==> src/rtl/mda_motor_control_ramp.sv <==
// Speed-command conditioner for the PWM generator: rate-limited duty, dead time on reversal, command watchdog.
// Outputs registered (1 cycle after the deciding edge); cmd_ready is held low for the whole dead-time window.
module mda_motor_control_ramp #(
  parameter logic [15:0] RAMP_DIV = 16'd50000,
  parameter logic [15:0] STEP     = 16'd64,
  parameter logic [15:0] DEADTIME = 16'd5000,
  parameter logic [31:0] TIMEOUT  = 32'd50000000
) (
  input  logic        clk,
  input  logic        reset_n,
  input  logic        cmd_valid,
  output logic        cmd_ready,
  input  logic [15:0] cmd_speed,
  input  logic [15:0] cfg_period,
  output logic        dir,
  output logic        on,
  output logic [15:0] duty_cycle,
  output logic        timeout
);

  typedef enum logic {RUN = 1'b0, DEAD = 1'b1} state_t;

  state_t      state, state_nxt;
  logic [15:0] presc, presc_nxt;
  logic [15:0] dead_cnt, dead_cnt_nxt;
  logic [15:0] target_mag, target_mag_nxt;
  logic        target_dir, target_dir_nxt;
  logic [31:0] wd_cnt, wd_cnt_nxt;
  logic        timeout_nxt, dir_nxt, on_nxt;
  logic [15:0] duty_step, duty_nxt;
  logic        tick, accept;
  logic [16:0] cmd_abs, duty_ext, target_ext, gap;
  logic [15:0] cmd_mag, step_amt;

  assign cmd_ready = (state == RUN);
  assign accept    = cmd_valid && cmd_ready;
  assign tick      = (presc == RAMP_DIV - 16'd1);

  // 17-bit magnitude so that -32768 maps to 32768 instead of wrapping
  assign cmd_abs = cmd_speed[15] ? (17'd0 - {1'b1, cmd_speed}) : {1'b0, cmd_speed};
  assign cmd_mag = (cmd_abs > {1'b0, cfg_period}) ? cfg_period : cmd_abs[15:0];

  assign duty_ext   = {1'b0, duty_cycle};
  assign target_ext = {1'b0, target_mag};

  // Distance to the current goal: the target when heading the same way, zero otherwise
  always_comb begin
    gap = 17'd0;
    if (target_dir != dir)          gap = duty_ext;
    else if (duty_ext > target_ext) gap = duty_ext - target_ext;
    else                            gap = target_ext - duty_ext;
  end

  assign step_amt = (gap > {1'b0, STEP}) ? STEP : gap[15:0];

  always_comb begin
    state_nxt      = state;
    presc_nxt      = tick ? 16'd0 : presc + 16'd1;
    dead_cnt_nxt   = dead_cnt;
    target_mag_nxt = target_mag;
    target_dir_nxt = target_dir;
    wd_cnt_nxt     = wd_cnt;
    timeout_nxt    = timeout;
    dir_nxt        = dir;
    duty_step      = duty_cycle;

    case (state)
      RUN: begin
        if (tick) begin
          if ((target_dir == dir) && (duty_cycle < target_mag)) begin
            duty_step = duty_cycle + step_amt;
          end else if ((target_dir != dir) && (duty_cycle == 16'd0) && (target_mag != 16'd0)) begin
            state_nxt    = DEAD;
            dead_cnt_nxt = DEADTIME;
          end else begin
            duty_step = duty_cycle - step_amt;
          end
        end
      end
      DEAD: begin
        duty_step = 16'd0;
        if (dead_cnt == 16'd0) begin
          state_nxt = RUN;
          dir_nxt   = target_dir;
        end else begin
          dead_cnt_nxt = dead_cnt - 16'd1;
        end
      end
      default: state_nxt = RUN;
    endcase

    // An accept landing on the expiry cycle takes priority over the watchdog
    if (accept) begin
      wd_cnt_nxt  = 32'd0;
      timeout_nxt = 1'b0;
      if (cmd_speed != 16'd0) begin
        target_dir_nxt = cmd_speed[15];
        target_mag_nxt = cmd_mag;
      end else begin
        target_mag_nxt = 16'd0;
      end
    end else if ((TIMEOUT != 32'd0) && (wd_cnt != TIMEOUT)) begin
      wd_cnt_nxt = wd_cnt + 32'd1;
      if (wd_cnt + 32'd1 == TIMEOUT) begin
        timeout_nxt    = 1'b1;
        target_mag_nxt = 16'd0;
      end
    end

    if (target_mag_nxt > cfg_period) target_mag_nxt = cfg_period;
    duty_nxt = (duty_step > cfg_period) ? cfg_period : duty_step;
    on_nxt   = (state_nxt == RUN) && (duty_nxt != 16'd0);
  end

  always_ff @(posedge clk or negedge reset_n) begin
    if (!reset_n) begin
      state      <= RUN;
      presc      <= 16'd0;
      dead_cnt   <= 16'd0;
      target_mag <= 16'd0;
      target_dir <= 1'b0;
      wd_cnt     <= 32'd0;
      timeout    <= 1'b0;
      dir        <= 1'b0;
      on         <= 1'b0;
      duty_cycle <= 16'd0;
    end else begin
      state      <= state_nxt;
      presc      <= presc_nxt;
      dead_cnt   <= dead_cnt_nxt;
      target_mag <= target_mag_nxt;
      target_dir <= target_dir_nxt;
      wd_cnt     <= wd_cnt_nxt;
      timeout    <= timeout_nxt;
      dir        <= dir_nxt;
      on         <= on_nxt;
      duty_cycle <= duty_nxt;
    end
  end

endmodule
==> config.mk <==
export PLATFORM = sky130hd
export DESIGN_NAME = mda_motor_control_ramp
export DESIGN_NICKNAME = d
export VERILOG_FILES = /design/src/rtl/mda_motor_control_ramp.sv
export SDC_FILE = /design/constraint.sdc
export NUM_CORES = 1
export LEC_CHECK = 0
export ABC_AREA = 1
export CORE_UTILIZATION = 63
export CTS_CLUSTER_DIAMETER = 40
export DETAILED_ROUTE_END_ITERATION = 6
export GPL_ROUTABILITY_DRIVEN = 0
export PLACE_DENSITY = 0.95
export SYNTH_ARGS = -nofsm -noshare
export SYNTH_HDL_FRONTEND = slang
export SYNTH_SLANG_ARGS = --single-unit
==> constraint.sdc <==
create_clock -name clk -period 7.65 [get_ports clk]
set_input_delay 0.765 -clock clk [delete_from_list [all_inputs] [get_ports clk]]
set_output_delay 0.765 -clock clk [all_outputs]
set_load 0.02 [all_outputs]
### Yosys cells after proc, flatten, opt, wreduce, memory -nomap -nowiden

Cells that the tools add are included.

* bits in registers: 101
* bits of input ports: 35
* bits in writable memories: 0
* memory bits (read-only): 0
* output and inout bits: 20
* latch bits: 0
* word-level logic and storage cells: 82
* memories: 0

* multipliers: 0
* add/subtract/negate cells: 8
* div/mod/pow operators: 0
* shift operators: 0
* reductions and logical operators: 16
* equality and inequality tests: 9
* magnitude comparators: 6
* muxes and demuxes: 31
* bitwise operators: 2

Operator list (number)
* $mux 16: 16
* $mux 32: 2
* $pmux 16 s2: 2
* $mux 17: 3
* $gt 16x16->1: 3
* $reduce_bool 16->1: 3
* $sub 16x16->17: 2
* $add 32x1->32 const B: 1
* $eq 32x26->1 const B: 1
* $logic_not 16->1: 2
* $ne 32x26->1 const B: 1
* $gt 17x16->1: 1
* $gt 17x7->1 const B: 1
* $sub 1x17->17 const A: 1
* $add 16x1->16 const B: 1
* $add 16x16->16: 1
* $eq 16x16->1 const B: 1
* $lt 16x16->1: 1
* $sub 16x1->16 const B: 1
* $sub 16x16->16: 1
* $mux 1: 7
* $reduce_and 2->1: 3
* $logic_and 1x1->1: 5
* $ne 2x1->1 const B: 2
* 7 further kinds: 10

### Longest topological paths before layout

* word-level depth: 14
* depth in mapped cells: 51
* gate-level depth less buffers: 47

### Worst setup path after synthesis

OpenSTA, ideal clock, no wires.

* kind: reg-to-reg
* start point: register duty_cycle[1]
* end point: register on
* period minus slack after synthesis: 5.736 ns
* library setup time: 0.122 ns
* buffers on the path: 3
* setup slack: 1.914 ns
* data arrival time: 5.615 ns
* stages on the path, launching flop included: 47
* required time: 7.528 ns
* path through: dfrtp_1 > inv_1 > ha_1 > nand2_1 > nor2_2 > nand3_1 > nand3_2 > nand2_2 > nand2_2 > nand2_4 > buf_6 > nand2_1 > o21ai_1 > or2_0 > nand3_1 > nand4_1 > nor2_4 > nand3_1 > (+11 left out) > ha_1 > nand2_1 > inv_1 > nand3_1 > inv_1 > nand2_1 > o211ai_1 > nand2_1 > nand2_1 > nand2_1 > inv_2 > clkbuf_1 > nand2_1 > nand2_1 > nor2_1 > nand2_1 > nor2_1 > a21oi_1

* longest elaborated chain between the ends: 14
* elaborated cells on any way between the ends: 27
* classes of those cells: add/sub (4); order compare (4); mux (12); bitwise (1); reduce/logical (6)

RTL lines
* start: declaration: RTL line 17 `output logic [15:0] duty_cycle,`
* start signal: assignment: RTL line 137 `duty_cycle <= duty_nxt;`
* $sub 16x16->17, or another cell as far along: RTL line 51 `else gap = target_ext - duty_ext;`
* $mux 17: RTL line 50 `else if (duty_ext > target_ext) gap = duty_ext - target_ext;`
* $mux 17: RTL line 49 `if (target_dir != dir) gap = duty_ext;`
* $gt 17x7->1: RTL line 54 `assign step_amt = (gap > {1'b0, STEP}) ? STEP : gap[15:0];`
* $mux 16: RTL line 54
* $sub 16x16->16: RTL line 76 `duty_step = duty_cycle - step_amt;`
* $mux 16: RTL line 72 `end else if ((target_dir != dir) && (duty_cycle == 16'd0) && (target_mag != 16'd0)) begin`
* $mux 16: RTL line 70 `if ((target_dir == dir) && (duty_cycle < target_mag)) begin`
* $mux 16 (*): RTL line 69 `if (tick) begin`
* $pmux 16 s2 (*): RTL line 67 `case (state)`
* $gt 16x16->1: RTL line 111 `duty_nxt = (duty_step > cfg_period) ? cfg_period : duty_step;`
* $mux 16 (*): RTL line 111
* via duty_nxt[10]: RTL line 30 `logic [15:0] duty_step, duty_nxt;`
* $reduce_bool 16->1 (*): RTL line 112 `on_nxt = (state_nxt == RUN) && (duty_nxt != 16'd0);`
* $logic_and 1x1->1 (*): RTL line 112
* via on_nxt: RTL line 29 `logic timeout_nxt, dir_nxt, on_nxt;`
* end signal: assignment: RTL line 136 `on <= on_nxt;`
* end: declaration: RTL line 16 `output logic on,`

The timed path passes the listed nets; every way through them passes the cells marked *.
A chain may end at the register's enable or synchronous reset.

### Worst setup path in the final report

* start point: register duty_cycle[7]
* end point: register on

Same word-level chain as after synthesis.

==> flow_summary.yaml <==
setup_path:
  cp_common_cell: "nand2_1"
  crit_arrival_ns: 7.58
  r2r_cells: 40
  crit_path_max_incr_delay_ns: 0.53
  cpMaxStageDelayCell: "dfrtp_2"
  path_delay_family: "simple AND/OR/NAND/NOR gates"
  reg2reg_to: "on"
  cp_num_cells: 40
  crit_path_end: "on"
  startpoint: "duty_cycle[7]"
  crit_buf_inv: 4
  critPathKind: "reg -> reg"
  end_kind: "flop"
  r2r_slack_ns: 0.30
  path_max_fanout: 17
  r2r_start: "duty_cycle[7]"
  crit_required_ns: 7.87
  cp-start-kind: "flop"
yosys:
  synth-xor-area-share_pct: 4.87
  synth_top_family_by_area: "simple AND/OR/NAND/NOR gates"
  synth_edf_count: 0
  syn_area_per_cell_sq_um: 6.14
  synth-compound-area-share_pct: 11.1
  synth_warnings: 0
  async_flop_share_pct: 100
  synthCells: 1932
  synthFlopType: "dfrtp_1"
  synthesis.area_sq_um: 11900
  synth.yosys.seq_area_share_pct: 21.3
  yosysUniqueCellTypes: 49
  ys_ff_latch: 101
  synthSimpleGateAreaFrac_pct: 38.7
  synth_fa_ha_area_share_pct: 13.0
  synth_mux_area_share_pct: 0
run_status:
  run_status: "complete, but fails checks"
  violations: "design-rule violations"
clock_tree:
  clock_latency_ns: 0.36
  cts_buffers: 9
  cts_setup_buffers: 0
  cts_sinks: 101
  clkTransAtPathRegs_ns: 0.07
  htree_levels: 3
  clock_path_buffers: 2
  clockRootBuffer: "clkbuf_16"
  cts_tree: "yes"
cells_and_area:
  layoutNonFillerInstCount: 2208
  antenna_cells: 0
  syn2layout_area_growth_pct: 8.75
  fin_util_pct: 70.9
  layout.nets: 2130
  final_layout_size_suffix_gt1_share_pct: 3.69
sta:
  finClkSkew_ns: 0.0125
  worst_pin_slew_ns: 1.24
  hold_viol_final: 0
  setup_violations: 0
  setup_tns_ns: 0
  maxSlewViolCount: 0
  layout_min_cycle_time_ns: 7.35
  slew-limit-headroom_pct: 17.1
  finalCritPeriodShare_pct: 96.1
  timing.fmax_mhz: 136
  hold_ws_ns: 0.294
  rsz0062_at_grt: "false"
floorplan:
  top_level_ports: 55
  die_x_um: 139
  initial_core_util_pct: 65.2
  die-height_um: 139
  die_area_sq_um: 19400
  fp.coreArea_sq_um: 18200
  row_count: 49
grt:
  grt_pass1_wl_um: 61300
  antenna_found_initial: 0
  grt_start_max_net_pins: 82
  grt.overflow.total: 0
  track_usage_pct: 39.6
  grt_pass1_vias: 12639
place:
  post-place-cells: 2192
  port_buffers: 54
  dp_hpwl_um: 29400
power:
  p_leak_nw: 6.96
  ir_worst_vdd_mv: 0.207
  p_per_area_nw_per_um2: 383
  power_mw: 4.94
routing:
  vias_per_cell: 6.09
  dr.pass1.iters: 7
  drc: 1
  postRouteAntennaNets: 0
  wirelength_um: 37700
  route.detailed.wl_per_inst_um: 17.1
  drtIter0Drc: 1891
  vias: 13437
flow_run:
  drv_cap: 0
min_path:
  hp-class: "in -> async"
[area by class of cell]
cell class,instances,area (sq um)
clock buffer,9,225
sequential,101,2530
inverter,298,1120
tap,229,287
multi-input combinational,1506,8090
fill,1407,5310
timing repair buffer,58,568
clock inverter,7,88.8
[how the worst min path moves through the flow]
stage                  start              to  slack (ns)  cells past startpoint
floorplan           presc[0]        presc[0]        0.43                      1
CTS                  reset_n  target_mag[12]        0.30                      1
finish               reset_n  target_mag[12]        0.29                      1
global route         reset_n   duty_cycle[8]        0.31                      1
global placement    presc[0]        presc[0]        0.45                      1
detailed placement  presc[0]        presc[0]        0.46                      1
[state kept, by name, summed over array words and instances (netlist names), 16 cells and up]
signal	cells
duty_cycle	16
wd_cnt	32
dead_cnt	16
target_mag	16
presc	16
[report_power, final]
part | internal, mW | switching, mW
Combinational | 1.18 | 2.50
Clock | 0.236 | 0.240
Sequential | 0.619 | 0.171
Total | 2.04 | 2.91
[per-stage QoR]
step	area, sq um	worst slack [ns]
finish	12900	0.297
global route	12900	0.0256
CTS	12900	0.634
detailed placement	12600	0.685
global placement	12600	0.885
floorplan	11900	1.91
[synthesized netlist by cell type (11+ instances only)]
master | instances | area, sq um
o21ai_0 | 67 | 335
nor3_1 | 33 | 165
nor4_1 | 11 | 68.8
ha_1 | 117 | 1460
nand2_2 | 15 | 93.8
nand3_1 | 142 | 711
inv_1 | 289 | 1080
dfrtp_1 | 101 | 2530
xor2_1 | 58 | 508
clkbuf_1 | 27 | 101
o211ai_1 | 23 | 173
nor2_1 | 218 | 818
a21oi_1 | 98 | 490
a21boi_0 | 11 | 82.6
nand2_1 | 572 | 2150
nand4_1 | 47 | 294
[worst reg2reg max path: cells and delay by family, from the launching register on]
kind	cells	cell delay, ns
AND/OR/NAND/NOR	30	3.97
AO/OA/AOI/OAI	3	0.65
adder cells (fa/ha/maj)	3	1.34
flip-flops	1	0.53
buffers and inverters	4	0.71
[kinds of logic (layout without fill, tap and decap cells)]
logic type,count (synthesis),count (layout)
other cells,2,16
xor+xnor,66,66
fa+ha+maj,121,121
compound gates,231,231
buf+inv,339,372
simple gates,1072,1072
flops,101,101
[cell usage in the layout, fill, tap and decap left out, drive strengths merged, types with 4 or more instances in the layout]
master,synthesis,routed
o21ai,75,75
o21bai,8,8
ha,117,117
and2,4,4
clkbuf,27,9
a21boi,12,12
xnor2,8,8
nand2,589,589
inv,297,300
nor3,34,34
fa,4,4
conb,2,16
nand4,47,47
nand3,148,148
clkdlybuf4s50,0,53
dfrtp,101,101
nor2,230,230
nor4,12,12
buf,14,5
o211ai,23,23
clkinv,1,5
a21oi,99,99
xor2,58,58
[layer usage]
metal	wire length, um	GRT usage, %
met1	14000	49.6
met2	16100	60.1
met3	5110	11.5
met4	2470	24.9
met5	0	0.752
[repair_timing]
item | 4_1_cts | 5_1_grt
endpoints found under the hold margin | 0 | 0
gates resized for setup | 0 | 5
endpoints found under the setup margin | 0 | 1
hold buffers | 0 | 0
Note: power is estimated with default switching activity, not from simulation.
